===== config.mk =====
export PLATFORM = sky130hd
export DESIGN_NAME = fifo_wr_arbiter
export DESIGN_NICKNAME = d
export VERILOG_FILES = /design/src/rtl/fifo_arb_pkg.sv /design/src/rtl/fifo_wr_arbiter_rr_pick.sv /design/src/rtl/fifo_wr_arbiter.sv
export SDC_FILE = /design/constraint.sdc
export NUM_CORES = 1
export LEC_CHECK = 0
export CORE_MARGIN = 1.5
export CORE_UTILIZATION = 30
export CTS_CLUSTER_SIZE = 24
export DETAILED_ROUTE_END_ITERATION = 7
export PLACE_DENSITY = 0.58
export SLEW_MARGIN = 5
export SYNTH_ARGS = -nofsm -noshare
export SYNTH_HDL_FRONTEND = slang
export SYNTH_HIERARCHICAL = 1
export SYNTH_SLANG_ARGS = --single-unit

===== constraint.sdc =====
create_clock -name clk -period 11.5 [get_ports clk]
set_input_delay 2.3 -clock clk [delete_from_list [all_inputs] [get_ports clk]]
set_output_delay 2.3 -clock clk [all_outputs]
set_load 0.02 [all_outputs]

===== src/rtl/fifo_arb_pkg.sv =====
// Shared types and width helpers for the FIFO write-port arbiter.
package fifo_arb_pkg;

  typedef enum logic {
    IDLE  = 1'b0,
    GRANT = 1'b1
  } arb_state_e;

  // ceil(log2(n)), never less than 1 so single-value fields stay 1 bit wide
  function automatic int clog2_min1(input int n);
    int w;
    w = 1;
    for (int i = 1; i < 32; i++) begin
      if ((1 << i) < n) w = i + 1;
    end
    return w;
  endfunction

endpackage


===== src/rtl/fifo_wr_arbiter_rr_pick.sv =====
// Round-robin search: first set request at or after i_ptr, wrapping modulo N.
module rr_pick
  import fifo_arb_pkg::*;
#(
  parameter int N  = 4,
  parameter int IW = 2
) (
  input  logic [N-1:0]  i_req,
  input  logic [IW-1:0] i_ptr,
  output logic          o_hit,
  output logic [IW-1:0] o_idx
);

  int w_pos;

  // Scan from the farthest offset down so the nearest hit to i_ptr wins.
  always_comb begin
    o_hit = 1'b0;
    o_idx = '0;
    w_pos = 0;
    for (int k = N - 1; k >= 0; k--) begin
      w_pos = int'(i_ptr) + k;
      if (w_pos >= N) w_pos = w_pos - N;
      if (i_req[w_pos]) begin
        o_hit = 1'b1;
        o_idx = IW'(w_pos);
      end
    end
  end

endmodule


===== src/rtl/fifo_wr_arbiter.sv =====
// Round-robin arbiter sharing one async FIFO write port among NUM_REQ producers.
// Define FIFO_ARB_TAG_EN to prepend the owner ID to every written beat.
module fifo_wr_arbiter
  import fifo_arb_pkg::*;
#(
  parameter int NUM_REQ    = 4,
  parameter int DATA_WIDTH = 8,
  parameter int MAX_BURST  = 4,
  localparam int ID_W      = clog2_min1(NUM_REQ),
`ifdef FIFO_ARB_TAG_EN
  localparam int FIFO_W    = DATA_WIDTH + ID_W
`else
  localparam int FIFO_W    = DATA_WIDTH
`endif
) (
  input  logic                                clk,
  input  logic                                reset,
  input  logic [NUM_REQ-1:0]                  req_valid,
  input  logic [NUM_REQ-1:0][DATA_WIDTH-1:0]  req_data,
  input  logic [NUM_REQ-1:0]                  req_last,
  output logic [NUM_REQ-1:0]                  req_ready,
  output logic                                fifo_wen,
  output logic [FIFO_W-1:0]                   fifo_wdata,
  input  logic                                fifo_wfull,
  output logic [ID_W-1:0]                     grant_id,
  output logic                                busy
);

  localparam int              CNT_W      = clog2_min1(MAX_BURST + 1);
  localparam logic [CNT_W-1:0] BURST_LAST = CNT_W'(MAX_BURST - 1);
  localparam logic [ID_W-1:0]  LAST_ID    = ID_W'(NUM_REQ - 1);

  arb_state_e       r_state;
  logic [ID_W-1:0]  r_gnt;
  logic [ID_W-1:0]  r_rr_ptr;
  logic [CNT_W-1:0] r_beat_cnt;

  logic             w_hit;
  logic [ID_W-1:0]  w_pick;
  logic             w_granted;
  logic             w_own_valid;
  logic             w_own_last;
  logic             w_xfer;
  logic             w_release;
  logic [ID_W-1:0]  w_next_ptr;

  rr_pick #(
    .N  (NUM_REQ),
    .IW (ID_W)
  ) u_rr_pick (
    .i_req (req_valid),
    .i_ptr (r_rr_ptr),
    .o_hit (w_hit),
    .o_idx (w_pick)
  );

  assign w_granted   = (r_state == GRANT);
  assign w_own_valid = req_valid[r_gnt];
  assign w_own_last  = req_last[r_gnt];

  // Reset gates the handshake combinationally so a burst cut by reset writes nothing.
  assign w_xfer     = w_granted & w_own_valid & ~fifo_wfull & ~reset;
  assign w_release  = w_granted & ~fifo_wfull &
                      (~w_own_valid | w_own_last | (r_beat_cnt == BURST_LAST));
  assign w_next_ptr = (r_gnt == LAST_ID) ? '0 : r_gnt + 1'b1;

  always_comb begin
    req_ready = '0;
    if (w_granted && !reset) req_ready[r_gnt] = ~fifo_wfull;
  end

  assign fifo_wen = w_xfer;

`ifdef FIFO_ARB_TAG_EN
  assign fifo_wdata = {r_gnt, req_data[r_gnt]};
`else
  assign fifo_wdata = req_data[r_gnt];
`endif

  assign grant_id = r_gnt;
  assign busy     = w_granted;

  always_ff @(posedge clk) begin
    if (reset) begin
      r_state    <= IDLE;
      r_gnt      <= '0;
      r_rr_ptr   <= '0;
      r_beat_cnt <= '0;
    end else begin
      case (r_state)
        IDLE: begin
          if (w_hit) begin
            r_gnt      <= w_pick;
            r_state    <= GRANT;
            r_beat_cnt <= '0;
          end
        end
        GRANT: begin
          // A full FIFO freezes the grant: neither a transfer nor a forfeit.
          if (w_release) begin
            r_state    <= IDLE;
            r_rr_ptr   <= w_next_ptr;
            r_beat_cnt <= '0;
          end else if (w_xfer) begin
            r_beat_cnt <= r_beat_cnt + 1'b1;
          end
        end
        default: r_state <= IDLE;
      endcase
    end
  end

endmodule


==> key figures, run 1 <==
Finish
  – Share of layout cells above drive strength 1: 6.679%
  – ANT cells: 0
  – Layout Cells excl Fill: 2040
  – # nets final: 1630
  – Area grow syn2layout: 13.46%

Detailed routing
  – Via Count: 12500
  – Detail Route Antenna Nets: 0
  – Post-Route WL: 44680 um
  – 1st-pass router iterations: 6
  – Routed len/inst: 21.90 um
  – DRC viols: 0
  – First DRT Iteration DRCs: 1350
  – Via/cell ratio: 6.127

Synth
  – Synth top area share: 17.56%
  – Yosys reg bits: 97
  – Mean Syn Cell Area: 7.121 um2
  – Synth area leader: dfxtp_1
  – Ys async rst share: 0%
  – Synth top area cells: dfxtp_1 (18%), xnor2_1 (9.9%), nand2_1 (6.3%)
  – Top post-synthesis cells by count: nand2_1 (187), xnor2_1 (125), nor2_1 (115), dfxtp_1 (97), nor3_1 (80)
  – Most common cell in the netlist: nand2_1
  – Number of synthesized flops with an enable pin: 0
  – Syn Nets: 1616
  – Sequential fraction of the synthesis area: 17.56%
  – Synth Flop Type: dfxtp_1
  – Synth warn: 6
  – Post-synthesis cell count: 1553
  – Post-synthesis cell type count: 87
  – Post-Syn Area: 11060 um2

Critical path
  – WP data required: 9.20 ns
  – Startpoint types: input pin
  – CP peak stage delay: 0.62 ns
  – Critical-path cell list: clkdlybuf4s50_1 -> nor2b_1 -> nor4b_1 -> and2_1 -> clkdlybuf4s50_1
  – Worst setup path class: in -> out
  – FF-to-FF setup slack: 5.58 ns
  – CP max FO: 5
  – Most used cell, CP: clkdlybuf4s50_1
  – R2R Path Start: r_rr_ptr[1]
  – Slowest CP cell: clkdlybuf4s50_1
  – Data arrival, critical path: 4.52 ns
  – Levels on crit path: 5
  – Worst R2R Path Depth: 15
  – Worst setup EP type: primary output
  – Family with the most delay on the worst path: simple AND/OR/NAND/NOR gates
  – Bufs and invs on worst path: 2
  – Reg-to-Reg End: grant_id[18]

Global routing
  – Largest net degree at the start of global routing: 73
  – First-pass GRT wire length: 68730 um
  – Global routing usage on met3: 3.541%
  – Routing usage on met2: 35.29%
  – Total Routing Usage GR: 23.05%
  – Initial antenna violation count: 0
  – Vias in the first global route: 11483
  – GR Layer Usage met1: 32.68%
  – Gr busiest metal: met2
  – Congestion Overflow GR: 0

STA
  – Slew headroom: 36.70%
  – Final Max Slew Viols: 0
  – Clock Skew: 0.01531 ns
  – Setup TNS Final: 0 ns
  – Hold Slack: 0.4933 ns
  – Final hold violation count: 0
  – RSZ-0062 raised after global routing: false
  – Fin crit period: 6.821 ns
  – Final period util: 59.31%
  – Fmax: 146.6 MHz
  – Final setup viols: 0
  – Worst slew pin tran: 0.9461 ns

Hold path
  – Hold path start: r_beat_cnt[19]
  – Hold Path Depth: 1
  – Hold Path Class: reg -> reg
  – Hold Path End: r_beat_cnt[19]

CTS
  – Inserted Clock Buffers: 9
  – Sink Count: 97
  – Setup bufs post-CTS: 0
  – CTS tree: yes
  – Post_cts resized: 0
  – Hold_buf cts: 0
  – Reg clk slew, reported paths: 0.08 ns
  – CTS root buffer: clkbuf_16
  – CTS H-tree depth: 3
  – Max Root-Sink Buffers: 2
  – Worst-skew pair later-pin latency: 0.35 ns

Placed design
  – Global placer's final weighted congestion: 0.9959
  – Placed cells: 2024
  – Port-buffer cells: 88
  – Final HPWL DP: 34090 um

Die
  – Boundary Pins: 89
  – Site Rows: 70
  – Die area: 38030 um2
  – Core footprint: 36430 um2
  – Chip height: 195 um
  – Die Wd: 195 um
  – Initial Utilization: 30.35%

Power and ir drop
  – Worst IR drop on VDD: 0.00007821 V
  – PwrDens: 132.5 nW/um2
  – Leakage: 0.004077 uW

Run
  – Max cap viols: 0

Status
  – Status: finished, final reports clean
power breakdown:
part	switching (uW)	internal, uW	leakage [uW]
clock	139	155	0.000131
combinational	564	352	0.00315
sequential	85.4	368	0.000791
kinds of logic (layout without fill, tap and decap cells):
group	after synthesis	count (layout)	synth area share, %
buf+inv	145	164	5.430
simple gates	766	766	36.70
mux	31	31	4.209
fa+ha+maj	20	20	2.263
xor+xnor	183	183	14.49
compound gates	311	311	19.35
flops	97	97	17.56
per-layer routing:
layer / part of all wire (%) / vias to the layer above
met5: 0 / -
met4: 3.8 / 0
met3: 7.9 / 101
met2: 43 / 621
met1: 45 / 6004
li1: - / 5774
metrics by stage:
step / cell area, um2 / util, % / setup slack (ns) / power (uW)
3_3_place_gp: 12270 / 33.67 / 4.601 / 1344
3_5_place_dp: 12270 / 33.67 / 4.659 / 1348
4_1_cts: 12550 / 34.44 / 4.656 / 1646
6_report: 12550 / 34.44 / 4.679 / 1663
5_1_grt: 12550 / 34.44 / 4.491 / 1759
2_1_floorplan: 11060 / - / 6.063 / 1051
area by class of cell:
cell class,count,area [um2]
fillers,3949,23890
clock inverters,4,35.03
clock buffers,12,246.5
multi-input cells,1311,8533
well taps,468,585.6
repair buffers,116,1086
flip-flops and latches,97,1942
inverters,32,120.1
state kept, by name, indices dropped and copies added (netlist names):
register	count
r_beat_cnt	32
r_rr_ptr	32
grant_id	32
busy	1
placed cells by master (no fill, tap or decap), types with 28 or more instances in the layout:
cell,n
clkdlybuf4s50_1,87
inv_1,31
nor3_1,78
nor2_1,115
nand3_1,69
nand4_1,63
xor2_1,58
a211oi_1,41
nand2_1,187
or3_1,34
nor4_1,59
a21oi_1,74
buf_4,28
o21ai_0,49
xnor2_1,125
dfxtp_1,97
how the worst max path moves through the flow:
stage / start / endpoint / slack [ns]
6_report: fifo_wfull / req_ready[3] / 4.68
4_1_cts: fifo_wfull / req_ready[3] / 4.66
3_3_place_gp: fifo_wfull / req_ready[3] / 4.60
5_1_grt: fifo_wfull / req_ready[3] / 4.49
2_1_floorplan: reset / req_ready[0] / 6.06
3_5_place_dp: fifo_wfull / req_ready[3] / 4.66
No activity file was read; power rests on OpenSTA's default activity.
==> run 2: changes to the inputs <==
--- a/config.mk
+++ b/config.mk
@@ -9,7 +9,7 @@
 export CORE_UTILIZATION = 30
 export CTS_CLUSTER_SIZE = 24
 export DETAILED_ROUTE_END_ITERATION = 7
-export PLACE_DENSITY = 0.58
+export PLACE_DENSITY = 0.59
 export SLEW_MARGIN = 5
 export SYNTH_ARGS = -nofsm -noshare
 export SYNTH_HDL_FRONTEND = slang
==> constraint.sdc (replaced) <==
create_clock -name clk -period 5.77 [get_ports clk]
set_input_delay 1.154 -clock clk [delete_from_list [all_inputs] [get_ports clk]]
set_output_delay 1.154 -clock clk [all_outputs]
set_load 0.02 [all_outputs]
==> key figures, run 2 (synthesized netlist as in run 1, its figures left out) <==
Placed design
  – Global placer's final weighted congestion: 1.055
  – Final HPWL DP: 35070 um
  – Placed cells: 2046
  – Port-buffer cells: 88

Hold path
  – Hold Path Depth: 2
  – Hold Path Class: reg -> reg
  – Hold path start: r_beat_cnt[31]

STA
  – Clock Skew: 0.01820 ns
  – Setup TNS Final: 0 ns
  – Fmax: 189.3 MHz
  – Final Max Slew Viols: 0
  – Slew headroom: 27.54%
  – Final hold violation count: 0
  – Worst slew pin tran: 1.083 ns
  – Final setup viols: 0
  – RSZ-0062 raised after global routing: false
  – Fin crit period: 5.282 ns
  – Final period util: 91.54%

Finish
  – Layout Cells excl Fill: 2062
  – # nets final: 1652
  – Commonest cells after routing, fill and taps aside: nand2_1 (187), xnor2_1 (125), nor2_1 (115)
  – ANT cells: 0
  – Share of layout cells above drive strength 1: 7.967%
  – Commonest non-fill, non-tap cell in the layout: nand2_1
  – Fin util: 34.95%
  – Area grow syn2layout: 15.14%
  – FILL cells: 3933

Global routing
  – First-pass GRT wire length: 68430 um
  – Total Routing Usage GR: 22.93%
  – Vias in the first global route: 11569
  – Largest net degree at the start of global routing: 72
  – Congestion Overflow GR: 0
  – Initial antenna violation count: 0

Die
  – Chip height: 195 um
  – Initial Utilization: 30.35%
  – Site Rows: 70
  – Boundary Pins: 89
  – Core footprint: 36430 um2
  – Die area: 38030 um2
  – Die Wd: 195 um

Detailed routing
  – Routed len/inst: 21.63 um
  – DRC viols: 4
  – Detail Route Antenna Nets: 0
  – Via Count: 12502
  – 1st-pass router iterations: 8
  – First DRT Iteration DRCs: 1489
  – Post-Route WL: 44600 um
  – Via/cell ratio: 6.063

Run
  – Max cap viols: 0

CTS
  – Hold_buf cts: 0
  – Setup bufs post-CTS: 0
  – Sink Count: 97
  – Max Root-Sink Buffers: 2
  – CTS H-tree depth: 3
  – CTS root buffer: clkbuf_16
  – Post_cts resized: 0
  – Reg clk slew, reported paths: 0.08 ns
  – Worst-skew pair later-pin latency: 0.37 ns
  – CTS tree: yes
  – Inserted Clock Buffers: 9

Critical path
  – R2R Path Start: r_rr_ptr[0]
  – CP max FO: 19
  – Worst setup path class: reg -> reg
  – Worst R2R Path Depth: 14
  – WP data required: 5.98 ns
  – Data arrival, critical path: 5.49 ns
  – Worst setup EP type: register
  – Startpoint types: register
  – Critical path origin: r_rr_ptr[0]

Power and ir drop
  – Comb power frac: 54.5%
  – Sw frac: 47.23%
  – PwrDens: 265.0 nW/um2
  – Worst IR drop on VDD: 0.0001312 V
  – Pint: 1781 uW
  – Sequential power share: 26.8%
  – Psw: 1594 uW
  – Clock power share: 18.7%
  – Leakage: 0.004208 uW

Status
  – Status: complete, but fails checks
  – Failing checks: DRC
==> run 2: critical path, stage by stage (launching register included) <==
cell and delay, ns:
dfxtp_1 0.37, buf_4 0.27, ha_1 0.59, nand4_1 0.49, or2_2 0.59, mux2i_1 0.17
a2111o_1 0.52, or4_1 0.70, a211oi_2 0.44, nand2_1 0.12, xor2_1 0.15, a221oi_1 0.35
a22oi_1 0.18, nand2_1 0.11, a21oi_1 0.06
==> run 2: layout make-up <==
| class | count | area (um2) | area share, % |
|---|---|---|---|
| timing repair buffer | 138 | 1251 | 9.826 |
| inverter | 32 | 120.1 | 0.9433 |
| tap | 468 | 585.6 | 4.599 |
| clock inverter | 5 | 56.30 | 0.4422 |
| sequential | 97 | 1942 | 15.25 |
| multi-input combinational | 1311 | 8526 | 66.95 |
| clock buffer | 11 | 252.7 | 1.985 |
==> run 2: layer usage <==
layer / GRT usage (%) / vias up / routed length (um) / share of wire (%)
met5: 0 / - / 0 / 0
met4: 11.02 / 0 / 2124 / 4.8
met3: 4.059 / 117 / 4012 / 9.0
met2: 34.67 / 656 / 19220 / 43
met1: 31.43 / 5913 / 19240 / 43
li1: - / 5816 / - / -
==> run 2: worst paths after layout <==
path	endpoint	slack [ns]
worst max-delay path	grant_id[25]	0.49
worst min-delay path	r_beat_cnt[31]	0.50
worst max register to register	grant_id[25]	0.49
worst min register to register	r_beat_cnt[31]	0.50
==> run 2: per-stage QoR <==
stage,power (uW),hold slack (ns),worst slack (ns),area (um2)
after floorplan,2096,0.4545,1.801,11060
after global placement,2692,0.4693,0.7000,12420
after detailed placement,2697,0.4837,0.7469,12420
after CTS,3338,0.4958,0.7180,12730
after global routing,3549,0.5270,0.3383,12730
final,3374,0.4961,0.4882,12730
==> run 2: power by group through the flow <==
stage               logic (uW)  registers (uW)  clock network (uW)
global route              1970             914                 670
floorplan                 1220             874                   0
CTS                       1790             899                 648
finish                    1840             904                 632
global placement          1780             914                   0
detailed placement        1780             914                   0
